==> src/rtl/adc_sequencer_pkg.sv <==
// Shared definitions for the ADC sweep sequencer: register map, FSM states,
// FIFO geometry and the conversion-request timeout.
package adc_sequencer_pkg;

  localparam int REG_CTRL   = 0;
  localparam int REG_MASK   = 1;
  localparam int REG_PERIOD = 2;
  localparam int REG_STATUS = 3;
  localparam int REG_FIFO   = 4;
  localparam int REG_COUNT  = 5;

  localparam int FIFO_DEPTH = 16;
  localparam int FIFO_AW    = 4;

  localparam int TIMEOUT_CYCLES = 1024;

  typedef enum logic [2:0] {
    ST_IDLE,
    ST_WAIT,
    ST_SCAN,
    ST_REQ,
    ST_STORE
  } state_t;

endpackage

==> src/rtl/adc_sequencer_fifo.sv <==
// sample_fifo: 16-entry sample buffer with occupancy count and synchronous clear.
// A push into a full FIFO is accepted only when a pop frees a slot in the same cycle.
module sample_fifo
  import adc_sequencer_pkg::*;
(
  input  logic        clk,
  input  logic        reset,
  input  logic        clear,
  input  logic        push,
  input  logic        pop,
  input  logic [15:0] din,
  output logic [15:0] head,
  output logic [4:0]  count,
  output logic        full,
  output logic        empty
);

  logic [15:0]        mem [FIFO_DEPTH];
  logic [FIFO_AW-1:0] wptr, rptr;
  logic               do_push, do_pop;

  assign full    = (count == 5'(FIFO_DEPTH));
  assign empty   = (count == 5'd0);
  assign do_pop  = pop && !empty;
  assign do_push = push && (!full || do_pop);
  assign head    = mem[rptr];

  always_ff @(posedge clk or negedge reset) begin
    if (!reset) begin
      wptr  <= '0;
      rptr  <= '0;
      count <= '0;
    end else if (clear) begin
      wptr  <= '0;
      rptr  <= '0;
      count <= '0;
    end else begin
      if (do_push) wptr <= wptr + 1'b1;
      if (do_pop)  rptr <= rptr + 1'b1;
      case ({do_push, do_pop})
        2'b10:   count <= count + 5'd1;
        2'b01:   count <= count - 5'd1;
        default: ;
      endcase
    end
  end

  always_ff @(posedge clk) begin
    if (do_push && !clear) mem[wptr] <= din;
  end

endmodule

==> src/rtl/adc_sequencer.sv <==
// ADC sweep sequencer: EBI register block, period-driven channel sweep FSM and
// sample FIFO feeding the bus.
//   state    | meaning
//   ST_IDLE  | stopped, waiting for run
//   ST_WAIT  | period counter running until the next sweep
//   ST_SCAN  | pick next masked channel, end or restart the sweep
//   ST_REQ   | conv_req held until conv_ack or timeout
//   ST_STORE | push {chan, sample} into the FIFO
module adc_sequencer
  import adc_sequencer_pkg::*;
#(
  parameter int POSITION = 300,
  parameter int NCHAN    = 8
) (
  input  logic        clk,
  input  logic        reset,
  input  logic        enable,
  input  logic [18:0] addr,
  input  logic        wr,
  input  logic        re,
  input  logic [15:0] data_in,
  output logic [15:0] data_out,
  output logic        conv_req,
  output logic [2:0]  conv_chan,
  input  logic        conv_ack,
  input  logic [11:0] conv_data
);

  logic [18:0]      off;
  logic             in_block, wr_act, wr_q, wr_pulse, rd_fifo, rd_q, pop;
  logic             run, clr_q, ovf, ovr, tmo_flag;
  logic [NCHAN-1:0] mask;
  logic [15:0]      period, cnt, head;
  state_t           state;
  logic [3:0]       start;
  logic [9:0]       tmo_cnt;
  logic [11:0]      sample;
  logic             pend, period_hit, scan_found, push, full, empty;
  logic             ovf_set, ovr_set, tmo_set, sweep_on;
  logic [2:0]       scan_ch;
  logic [4:0]       count;

  assign off      = addr - 19'(POSITION);
  assign in_block = enable && (addr >= 19'(POSITION)) && (off < 19'(REG_COUNT));
  assign wr_act   = in_block && wr;
  assign wr_pulse = wr_act && !wr_q;
  assign rd_fifo  = in_block && re && (off == 19'(REG_FIFO));
  assign pop      = rd_q && !rd_fifo;

  assign push       = (state == ST_STORE);
  assign period_hit = (period != 16'd0) && (cnt == period - 16'd1);
  // A sweep that is about to finish in SCAN does not count as overrun.
  assign sweep_on   = (state == ST_REQ) || (state == ST_STORE) ||
                      ((state == ST_SCAN) && run && scan_found);
  assign ovr_set    = sweep_on && period_hit;
  assign tmo_set    = (state == ST_REQ) && !conv_ack && (tmo_cnt == 10'd0);
  assign ovf_set    = push && full && !pop && !clr_q;

  always_comb begin
    scan_found = 1'b0;
    scan_ch    = 3'd0;
    for (int i = NCHAN - 1; i >= 0; i--) begin
      if (mask[i] && (i >= int'(start))) begin
        scan_found = 1'b1;
        scan_ch    = 3'(i);
      end
    end
  end

  always_ff @(posedge clk or negedge reset) begin
    if (!reset) begin
      wr_q     <= 1'b0;
      rd_q     <= 1'b0;
      run      <= 1'b0;
      clr_q    <= 1'b0;
      mask     <= '0;
      period   <= '0;
      ovf      <= 1'b0;
      ovr      <= 1'b0;
      tmo_flag <= 1'b0;
    end else begin
      wr_q  <= wr_act;
      rd_q  <= rd_fifo;
      clr_q <= 1'b0;
      if (wr_pulse) begin
        case (off)
          19'(REG_CTRL): begin
            run   <= data_in[0];
            clr_q <= data_in[1];
          end
          19'(REG_MASK):   mask   <= data_in[NCHAN-1:0];
          19'(REG_PERIOD): period <= data_in;
          19'(REG_STATUS): begin
            ovf      <= ovf & ~data_in[5];
            ovr      <= ovr & ~data_in[6];
            tmo_flag <= tmo_flag & ~data_in[7];
          end
          default: ;
        endcase
      end
      if (ovf_set) ovf      <= 1'b1;
      if (ovr_set) ovr      <= 1'b1;
      if (tmo_set) tmo_flag <= 1'b1;
    end
  end

  always_ff @(posedge clk or negedge reset) begin
    if (!reset) begin
      state     <= ST_IDLE;
      conv_req  <= 1'b0;
      conv_chan <= 3'd0;
      cnt       <= '0;
      tmo_cnt   <= '0;
      start     <= '0;
      pend      <= 1'b0;
      sample    <= '0;
    end else begin
      case (state)
        ST_IDLE: begin
          cnt  <= '0;
          pend <= 1'b0;
          if (run) state <= ST_WAIT;
        end
        ST_WAIT: begin
          if (!run) begin
            state <= ST_IDLE;
          end else if ((period == 16'd0) || (cnt == period - 16'd1)) begin
            state <= ST_SCAN;
            cnt   <= '0;
            start <= '0;
          end else begin
            cnt <= cnt + 16'd1;
          end
        end
        ST_SCAN: begin
          cnt <= cnt + 16'd1;
          if (ovr_set) pend <= 1'b1;
          if (!run) begin
            state <= ST_IDLE;
          end else if (scan_found) begin
            conv_req  <= 1'b1;
            conv_chan <= scan_ch;
            start     <= {1'b0, scan_ch} + 4'd1;
            tmo_cnt   <= 10'(TIMEOUT_CYCLES - 1);
            state     <= ST_REQ;
          end else if (pend || period_hit) begin
            // next sweep follows at once, counter restarts with it
            start <= '0;
            cnt   <= '0;
            pend  <= 1'b0;
          end else begin
            state <= ST_WAIT;
          end
        end
        ST_REQ: begin
          cnt <= cnt + 16'd1;
          if (ovr_set) pend <= 1'b1;
          if (conv_ack) begin
            conv_req <= 1'b0;
            sample   <= conv_data;
            state    <= ST_STORE;
          end else if (tmo_cnt == 10'd0) begin
            conv_req <= 1'b0;
            state    <= ST_SCAN;
          end else begin
            tmo_cnt <= tmo_cnt - 10'd1;
          end
        end
        ST_STORE: begin
          cnt <= cnt + 16'd1;
          if (ovr_set) pend <= 1'b1;
          state <= ST_SCAN;
        end
        default: state <= ST_IDLE;
      endcase
    end
  end

  sample_fifo u_fifo (
    .clk   (clk),
    .reset (reset),
    .clear (clr_q),
    .push  (push),
    .pop   (pop),
    .din   ({1'b0, conv_chan, sample}),
    .head  (head),
    .count (count),
    .full  (full),
    .empty (empty)
  );

  always_comb begin
    data_out = 16'h0000;
    if (in_block && re) begin
      case (off)
        19'(REG_CTRL):   data_out = {15'd0, run};
        19'(REG_MASK):   data_out[NCHAN-1:0] = mask;
        19'(REG_PERIOD): data_out = period;
        19'(REG_STATUS): data_out = {7'd0, state != ST_IDLE, tmo_flag, ovr, ovf, count};
        19'(REG_FIFO):   data_out = empty ? 16'h0000 : head;
        default: ;
      endcase
    end
  end

endmodule

==> config.mk <==
export PLATFORM = sky130hd
export DESIGN_NAME = adc_sequencer
export DESIGN_NICKNAME = d
export VERILOG_FILES = /design/src/rtl/adc_sequencer_pkg.sv /design/src/rtl/adc_sequencer_fifo.sv /design/src/rtl/adc_sequencer.sv
export SDC_FILE = /design/constraint.sdc
export NUM_CORES = 1
export LEC_CHECK = 0
export ABC_AREA = 1
export CORE_MARGIN = 3
export CORE_UTILIZATION = 60
export CTS_CLUSTER_DIAMETER = 100
export DETAILED_ROUTE_END_ITERATION = 7
export PLACE_DENSITY = 0.78
export RECOVER_POWER = 25
export SYNTH_ARGS = -nofsm -noshare
export SYNTH_HDL_FRONTEND = slang
export SYNTH_SLANG_ARGS = --single-unit
==> constraint.sdc <==
create_clock -name clk -period 4.6 [get_ports clk]
set_clock_uncertainty 0.1 [all_clocks]
set_input_delay 0.46 -clock clk [delete_from_list [all_inputs] [get_ports clk]]
set_output_delay 0.46 -clock clk [all_outputs]
set_load 0.05 [all_outputs]
### Word level (Yosys, flattened, before mapping)

Memory sizes are Yosys's and may differ from the RTL's.
Index checks and enable logic that the tools add are counted.
Widths: inputs -> output; s select.

* output and inout bits: 20
* memories kept: 1
* RAM bits: 240
* logic and storage cells: 217
* register bits: 94

Memory list
* u_fifo.mem: depth 16, bits a word 15, read ports 1, clocked after Yosys merged registers in 0, wr ports 1, RTL line adc_sequencer_fifo.sv:18 `logic [15:0] mem [FIFO_DEPTH];`

* add/sub/neg operators: 9
* muxes and demuxes: 75
* bitwise gates (word level): 6
* magnitude comparators: 10
* reduce and logical (&&, ||, !) cells: 73
* equal/unequal tests: 23

Operators with widths (count)
* $mux 16: 7
* $pmux 16 s4: 1
* $mux 3: 16
* $mux 10: 4
* $pmux 8 s5: 1
* $eq 19x2->1 const B: 2
* $mux 4: 9
* $mux 1: 29
* $logic_and 1x1->1: 27
* $pmux 8 s3: 1
* $pmux 10 s2: 1
* $reduce_bool 2->1: 10
* $eq 19x1->1 const B: 1
* $eq 19x3->1 const B: 1
* $ge 19x9->1 const B: 1
* $logic_not 19->1: 1
* $lt 19x3->1 const B: 1
* $sub 19x9->19 const B: 1
* $add 16x1->16 const B: 1
* $eq 16x16->1: 1
* $ge 3x4->1 const A: 4
* $logic_not 16->1: 1
* $reduce_and 2->1: 8
* $reduce_bool 16->1: 1
* other kinds (37): 66

### Depth between registers and ports, before layout

Gate-level depths: netlist of run 1.

* depth in word-level cells: 18
* gate-level depth with buffers: 24

### Cells and area by module

Synthesis of run 1 repeated with hierarchy kept, for this count alone.

* cell total of the unflattened synthesis: 1821
* area, all modules: 17306.6 sq um

By module, submodules not included
* sample_fifo: cells each 879, seq. area each 8012.7 sq um, area an instance 11033.1 sq um, times used 1
* adc_sequencer: cells each 942, seq. area each 2026.9 sq um, area an instance 6273.5 sq um, times used 1

### Worst setup path after synthesis of run 1

No wires, ideal clock.

* path kind: input to output
* from: input addr[2]
* to: output data_out[10]
* stages: 15
* data arrival time: 2.889 ns
* setup slack: 1.151 ns
* required time: 4.040 ns
* path buffers: 1
* cell sequence: ha_1 o21ai_1 nand2_1 nand2_2 nand2_1 nand2_1 nand2_1 nor2_2 nand2_1 nor2_1 nand3_1 nor2_2 buf_2 nand2_1 a21oi_1

* cells in the longest elaborated chain, start to end: 5
* elaborated cells on any way between the ends: 11
* those cells by class: 1 x add/sub; 2 x order compare; 3 x eq/ne; 2 x mux; 3 x reduce/logical

RTL lines
* start, declared: RTL line adc_sequencer.sv:18 `input logic [18:0] addr,`
* $sub 19x9->19 or $ge 19x9->1 (tied branches): RTL line adc_sequencer.sv:43, adc_sequencer.sv:44
* $lt 19x3->1 or $logic_and 1x1->1 (tied branches): RTL line adc_sequencer.sv:44 `assign in_block = enable && (addr >= 19'(POSITION)) && (off < 19'(REG_COUNT));`
* $logic_and 1x1->1: RTL line adc_sequencer.sv:44
* $logic_and 1x1->1: RTL line adc_sequencer.sv:194 `if (in_block && re) begin`
* $mux 16 *: RTL line adc_sequencer.sv:194
* end, declared: RTL line adc_sequencer.sv:22 `output logic [15:0] data_out,`

Every way passes the cells marked *; elsewhere a longest branch is shown, timed or not.

### Final worst setup path of run 1

* from: register u_fifo.rptr[1]
* to: output data_out[4]

* cells in the longest elaborated chain, start to end: 4

RTL lines
* start, declared: RTL line adc_sequencer_fifo.sv:19 `logic [FIFO_AW-1:0] wptr, rptr;`
* start signal, assigned: RTL line adc_sequencer_fifo.sv:39 `if (do_pop) rptr <= rptr + 1'b1;`
* $mem_v2 16x15
* $mux 16: RTL line adc_sequencer.sv:200 `19'(REG_FIFO): data_out = empty ? 16'h0000 : head;`
* $pmux 8 s5: RTL line adc_sequencer.sv:195 `case (off)`
* $mux 16: RTL line adc_sequencer.sv:194

Every way passes these cells.

==> flow_summary.ini, run 1 <==
[grt]
antenna_found_initial = 0
grt_usage_pct = 28.2
grt_max_degree = 67
grt_pass1_wl_um = 63200
gr-total-overflow = 0
grt_pass1_vias = 12000

[synthesis]
synth_top_area_cell = edfxtp_1
synthesis.nets = 1704
seq_area_frac_synth_pct = 60.6
syn_inst = 1635
netlist.area_leader.share_pct = 45.7
synth-async-reset-ratio_pct = 28.1
synth-edff-count = 240
ys_warn_count = 0
synth_area_per_cell_sq_um = 9.65
yosysMostFrequentCell = nand2_1
synthTopCellsByArea = edfxtp_1 46%, dfrtp_1 15%, nand2_1 9.4%
synth-main-ff-cell = edfxtp_1
syn_area_sq_um = 15800
ys_seq_elements = 334
synth_cell_types = 47
synthTopCellsByCount = 396 x nand2_1, 240 x edfxtp_1, 189 x nor2_1

[place]
io_buffers = 72
gp_congestion = 0.910
post-dp-hpwl_um = 26500
placed_cell_area_sq_um = 16900

[cts]
cts_buffers = 34
ctsRootBufferMaster = clkbuf_16
cts_max_level = 2
clkTransAtPathRegs_ps = 60
postCtsResizedCells = 0
post_cts_buffers = 0
cts_sinks = 334
clkLatencyLatePin_ps = 520
cts_tree = yes
clock_path_buffers = 3

[critical_path]
reg2reg_from = period[0]
required_ps = 4040
crit_arrival_ps = 3640
cp-end-kind = primary output
slowest_stage = clkinv_1
cp_common_cell = a21oi_1
critical-path-top-delay-family = compound AO/OA/AOI/OAI gates
worst-path-stages = 11
critPathLaunch = u_fifo.rptr[1]
cp_num_buf_inv = 2
cp-start-kind = register
reg2reg_depth = 17
critPathMaxFanout = 18
critPathKind = reg -> out
cp_cell_sequence = nor2_1 > clkinv_1 > a21oi_1 > a221oi_1 > o21ai_0 > nand2_1 > nand2_1 > o21ai_0 > a21oi_1 > a21oi_1 > buf_4
crit_path_max_incr_delay_ps = 680

[final_layout]
nNetsFinal = 1789
num_antenna_cells = 0
syn_to_final_growth_pct = 14.2
drive_gt1_share_pct = 8.02
fin_area_sq_um = 18000

[floorplanning]
rows = 58
start_util_pct = 61.8
dieArea_sq_um = 28300
core_area_sq_um = 25500
pin_count = 73
chipWidth_um = 168
die_h_um = 168

[timing]
finalMaxSlewViolations = 0
max_freq_mhz = 238
max_slew_margin_pct = 40.0
tightest_slew_ps = 899
period_needed_ps = 4200
hold_viol_final = 0
period_share_pct = 91.3
setup_viol = 0
tns_ps = 0
grt_setup_unrepaired = no

[route]
dr.pass1.iters = 5
drc_errors = 0
via_count = 12300
antenna_left = 0
vias_per_cell = 5.94
wl_per_cell_um = 19.1
wl_um = 39600
drt-initial-drc-count = 1378

[worst_hold_path]
hold_path_depth = 3
min_from = conv_data[5]
hold_class = in -> reg

[power]
leakage_nw = 7.86
ir_drop_uv = 323
cellPowerDensity_nw_per_um2 = 337
power_mw = 6.07

[job]
cap_violations = 0

[status]
status = finished clean
## state kept, by name, indices dropped and copies added, names as in the netlist
name          count
pend              1
u_fifo.mem      240
conv_chan         3
clr_q             1
rd_q              1
tmo_cnt          10
state             3
wr_q              1
cnt              16
u_fifo.wptr       4
u_fifo.rptr       4
start             4
u_fifo.count      5
run               1
ovr               1
sample           12
conv_req          1
tmo_flag          1
ovf               1
period           16
mask              8
## cell type report
type	count	area, sq um
Inverter	143	543
Multi-Input combinational cell	1101	5450
Clock inverter	16	186
Clock buffer	45	913
Timing Repair Buffer	106	947
Tap cell	330	413
Sequential cell	334	9560
Fill cell	1905	7530
## per-stage QoR
| step | cells | util, % | setup WS [ps] | hold slack, ps |
|---|---|---|---|---|
| 3_5_place_dp | 2013 | 66.2 | 448 | 390 |
| 3_3_place_gp | 2013 | 66.2 | 492 | 378 |
| 6_report | 2075 | 70.5 | 400 | 385 |
| 4_1_cts | 2075 | 70.5 | 432 | 373 |
| 2_1_floorplan | 1635 | - | 1150 | 64.4 |
| 5_1_grt | 2075 | 70.5 | 107 | 397 |
## power by group
group | total (mW) | internal, mW | leakage [nW] | switching [mW]
clock | 2.75 | 1.59 | 0.526 | 1.16
combinational | 0.126 | 0.0562 | 3.27 | 0.0700
sequential | 3.19 | 3.19 | 4.06 | 0.0000000699
total | 6.07 | 4.84 | 7.86 | 1.23
## worst register-to-register path: stages (launching register included)
cell and delay, ps:
dfrtp_1 510, inv_1 110, ha_1 190, nand2_1 120, nor2_1 200, nand2_1 100, inv_1 80, nand2_1 80
xor2_1 250, nand2_1 100, nor2_1 170, nand4_1 170, nand2_1 120, nand2_1 50, nand2_1 70, nand2_2 220
nand2_1 140, nand2_1 60
## cells in the final DEF, fill, tap and decap left out, types with 3 or more instances in the layout
master and instances:
o221ai_1 13, xnor2_1 10, a221oi_1 19, edfxtp_1 240, o211ai_1 12, nor4_1 4, ha_1 15, clkinv_2 6
o21ai_1 10, nor3_1 18, nand2_2 10, mux2_4 4, nor2_2 4, clkinvlp_4 4, or2_2 4, inv_1 137
dfrtp_1 93, bufinv_16 3, mux2_2 4, nor2_1 189, clkbuf_1 11, o21ai_0 130, o22ai_1 21, nand3_1 92
clkdlybuf4s50_1 56, nor2_4 3, buf_4 47, nand2_1 396, clkbuf_16 35, nor3b_1 3, a21oi_1 72, nand3b_1 3
nand4_1 25, xor2_1 25, inv_2 3
## cell families (layout without fill, tap and decap cells)
group / after synthesis / after routing / synth area share [%]
and+or+nand+nor: 758 / 758 / 20.3
DFF: 334 / 334 / 60.6
AOI/OAI and AO/OA: 283 / 283 / 10.2
buffers and inverters: 200 / 310 / 4.89
xor gates and xnor gates: 36 / 36 / 2.09
adders and majority gates: 16 / 16 / 1.32
muxes: 8 / 8 / 0.666
## path summary, 6_finish.rpt
path / to / slack, ps
worst max-delay path: data_out[4] / 400
worst min-delay path: sample[5] / 390
worst max register to register: cnt[11] / 1650
worst min register to register: tmo_cnt[9] / 400
max in group asynchronous: u_fifo.rptr[0] / 2970
min in group asynchronous: cnt[6] / 490
## routing by layer
layer  GRT usage (%)  share of wire [%]
met1            39.2                 41
met2            45.7                 48
met3            4.67                8.3
met4            10.0                3.0
met5               0                  0
## timing repair
item                                   in CTS  in global routing
setup endpoints to repair                   0                  0
hold buffers                                1                  0
endpoints found under the hold margin      65                  0
Note: power is estimated with default switching activity, not from simulation.
==> run 2: changes to the inputs <==
CAP_MARGIN = 20   (was unset)
==> results of run 2 <==
Same layout as run 1: the final DEF is identical, and so are final timing and power.
==> run 3: changes to the inputs <==
SYNTH_HIERARCHICAL = 1   (was unset)
==> run 3 against run 2 <==
Against the previous run: critical path type is now in -> out; first-iteration DRC count rose by 8.8%; fmax rose by 3.2%; combinational power rose by 130%; critical endpoint is now data_out[14].
==> flow_summary.ini, run 3 <==
[status]
status = finished clean

[place]
pre_cts_slack_ps = 248
placed_cell_area_sq_um = 18600
gp_congestion = 0.977
io_buffers = 72
post-dp-hpwl_um = 29400

[cts]
postCtsResizedCells = 0
cts_buffers = 37
cts_max_level = 2
clkTransAtPathRegs_ps = 60
clkLatencyLatePin_ps = 540
cts_sinks = 350
clock_path_buffers = 3
cts_tree = yes
ctsRootBufferMaster = clkbuf_16

[final_layout]
largest_reg_flops = 256
syn_to_final_growth_pct = 14.0
layout_commonest_cell = nor2_1
regMostFlops = u_fifo/mem
layout_common_cells = 328 x nor2_1, 322 x nand2_1, 256 x edfxtp_1
top_regs = u_fifo/mem: 256 flops, cnt: 16 flops, period: 16 flops
nNetsFinal = 1980
fin_area_sq_um = 19700
post-route-util_pct = 70.3
drive_gt1_share_pct = 10.4

[timing]
hold_viol_final = 0
setup_viol = 0
worst_slack_ps = 530
finalMaxSlewViolations = 0
max_freq_mhz = 246
tns_ps = 0
tightest_slew_ps = 1050
period_needed_ps = 4070
fin_hold_ws_ps = 363
grt_setup_unrepaired = no
period_share_pct = 88.5
max_slew_margin_pct = 29.8

[grt]
grt_usage_pct = 28.7
grt_max_degree = 136
antenna_found_initial = 0
gr-total-overflow = 0
grt_pass1_vias = 12900
grt_pass1_wl_um = 69900

[synthesis]
synth_area_per_cell_sq_um = 9.50
synthTopCellsByArea = edfxtp_1 44%, dfrtp_1 14%, nor2_1 7.4%
synth_top_area_cell = edfxtp_1
ys_warn_count = 6
netlist.area_leader.share_pct = 44.4
seq_area_frac_synth_pct = 58.0
ys_seq_elements = 350
syn_area_sq_um = 17300
synthTopCellsByCount = 340 x nor2_1, 322 x nand2_1, 256 x edfxtp_1
yosysMostFrequentCell = nor2_1
synth-async-reset-ratio_pct = 26.9
synth-main-ff-cell = edfxtp_1
syn_inst = 1821
synth-edff-count = 256
synth_cell_types = 56

[worst_hold_path]
hold_path_depth = 3
hold_class = in -> reg

[route]
wl_per_cell_um = 19.1
drt-initial-drc-count = 1499
vias_per_cell = 5.80
via_count = 13400
dr.pass1.iters = 5
wl_um = 44200
antenna_left = 0
drc_errors = 0

[power]
p_int_mw = 5.04
leakage_nw = 7.45
combPwrFrac_pct = 4.5
cellPowerDensity_nw_per_um2 = 329
p_sw_share_pct = 22.3
pwr-share-seq_pct = 52.3
p_sw_mw = 1.45
p_clk_share_pct = 43.2
ir_drop_uv = 248

[job]
cap_violations = 0

[critical_path]
cp-end-kind = primary output
crit_arrival_ps = 3510
reg2reg_depth = 14
critPathMaxFanout = 15
required_ps = 4040
cp-start-kind = primary input
critPathKind = in -> out

[floorplanning]
rows = 61
chipWidth_um = 176
pin_count = 73
core_area_sq_um = 28100
die_h_um = 176
start_util_pct = 61.6
dieArea_sq_um = 30900
run 3: final timing paths:
path / from / end / slack, ps
max: addr[2] / data_out[14] / 530
min: conv_data[2] / sample[2] / 360
max reg2reg: period[8] / cnt[4] / 1700
min reg2reg: ovr / ovr / 400
max in group asynchronous: reset / cnt[1] / 2970
min in group asynchronous: reset / cnt[13] / 490
run 3: repair_timing:
action                                 CTS  global route
buffers inserted                         0             0
endpoints found under the hold margin   66             0
hold buffers                             1             0
run 3: logic make-up after synthesis:
family	after synthesis	share of synthesized area, %
other	1	0.0217
DFF	350	58.0
AOI/OAI and AO/OA	278	9.61
and+or+nand+nor	906	23.3
buffers and inverters	238	6.10
xor gates and xnor gates	31	1.68
adders and majority gates	17	1.27
run 3: power by group through the flow:
| stage | Clock, mW | Sequential (mW) | Combinational (mW) |
|---|---|---|---|
| 4_1_cts | 2.84 | 3.39 | 0.291 |
| 2_1_floorplan | 0 | 3.45 | 0.171 |
| 3_3_place_gp | 0 | 3.45 | 0.277 |
| 6_report | 2.80 | 3.39 | 0.294 |
| 3_5_place_dp | 0 | 3.45 | 0.286 |
| 5_1_grt | 2.97 | 3.39 | 0.327 |
run 3: per-stage QoR:
| stage | std cells | total power, mW |
|---|---|---|
| 2_1_floorplan | 1836 | 3.62 |
| 3_3_place_gp | 2247 | 3.73 |
| 3_5_place_dp | 2247 | 3.74 |
| 4_1_cts | 2314 | 6.52 |
| 5_1_grt | 2315 | 6.69 |
| 6_report | 2316 | 6.48 |
run 3: worst max-delay path: stages:
cell and delay (ps):
clkdlybuf4s50_1 470, ha_1 260, o21ai_1 190, nand2_1 80, nand2_2 110, nand2_1 60, nand2_1 50, nand3_1 120
nor2_4 150, nand3_4 170, inv_2 210, nand3_2 320, nand3_2 200, nand2_2 160, nor2_1 320, buf_12 180
run 3: area by class of cell:
type                            instances  area, sq um
Clock inverter                         21          178
Sequential cell                       350        10000
Multi-Input combinational cell       1248         6300
Antenna cell                            1         2.50
Timing Repair Buffer                  103         1140
Fill cell                            2099         8350
Tap cell                              378          473
Clock buffer                           45          956
Inverter                              170          643
run 3: routing by layer:
metal / track usage, % / up-vias / part of all wire [%]
li1: - / 6341 / -
met1: 40.8 / 6392 / 41
met2: 46.0 / 631 / 47
met3: 4.99 / 78 / 8.8
met4: 8.58 / 0 / 2.6
met5: 0 / - / 0
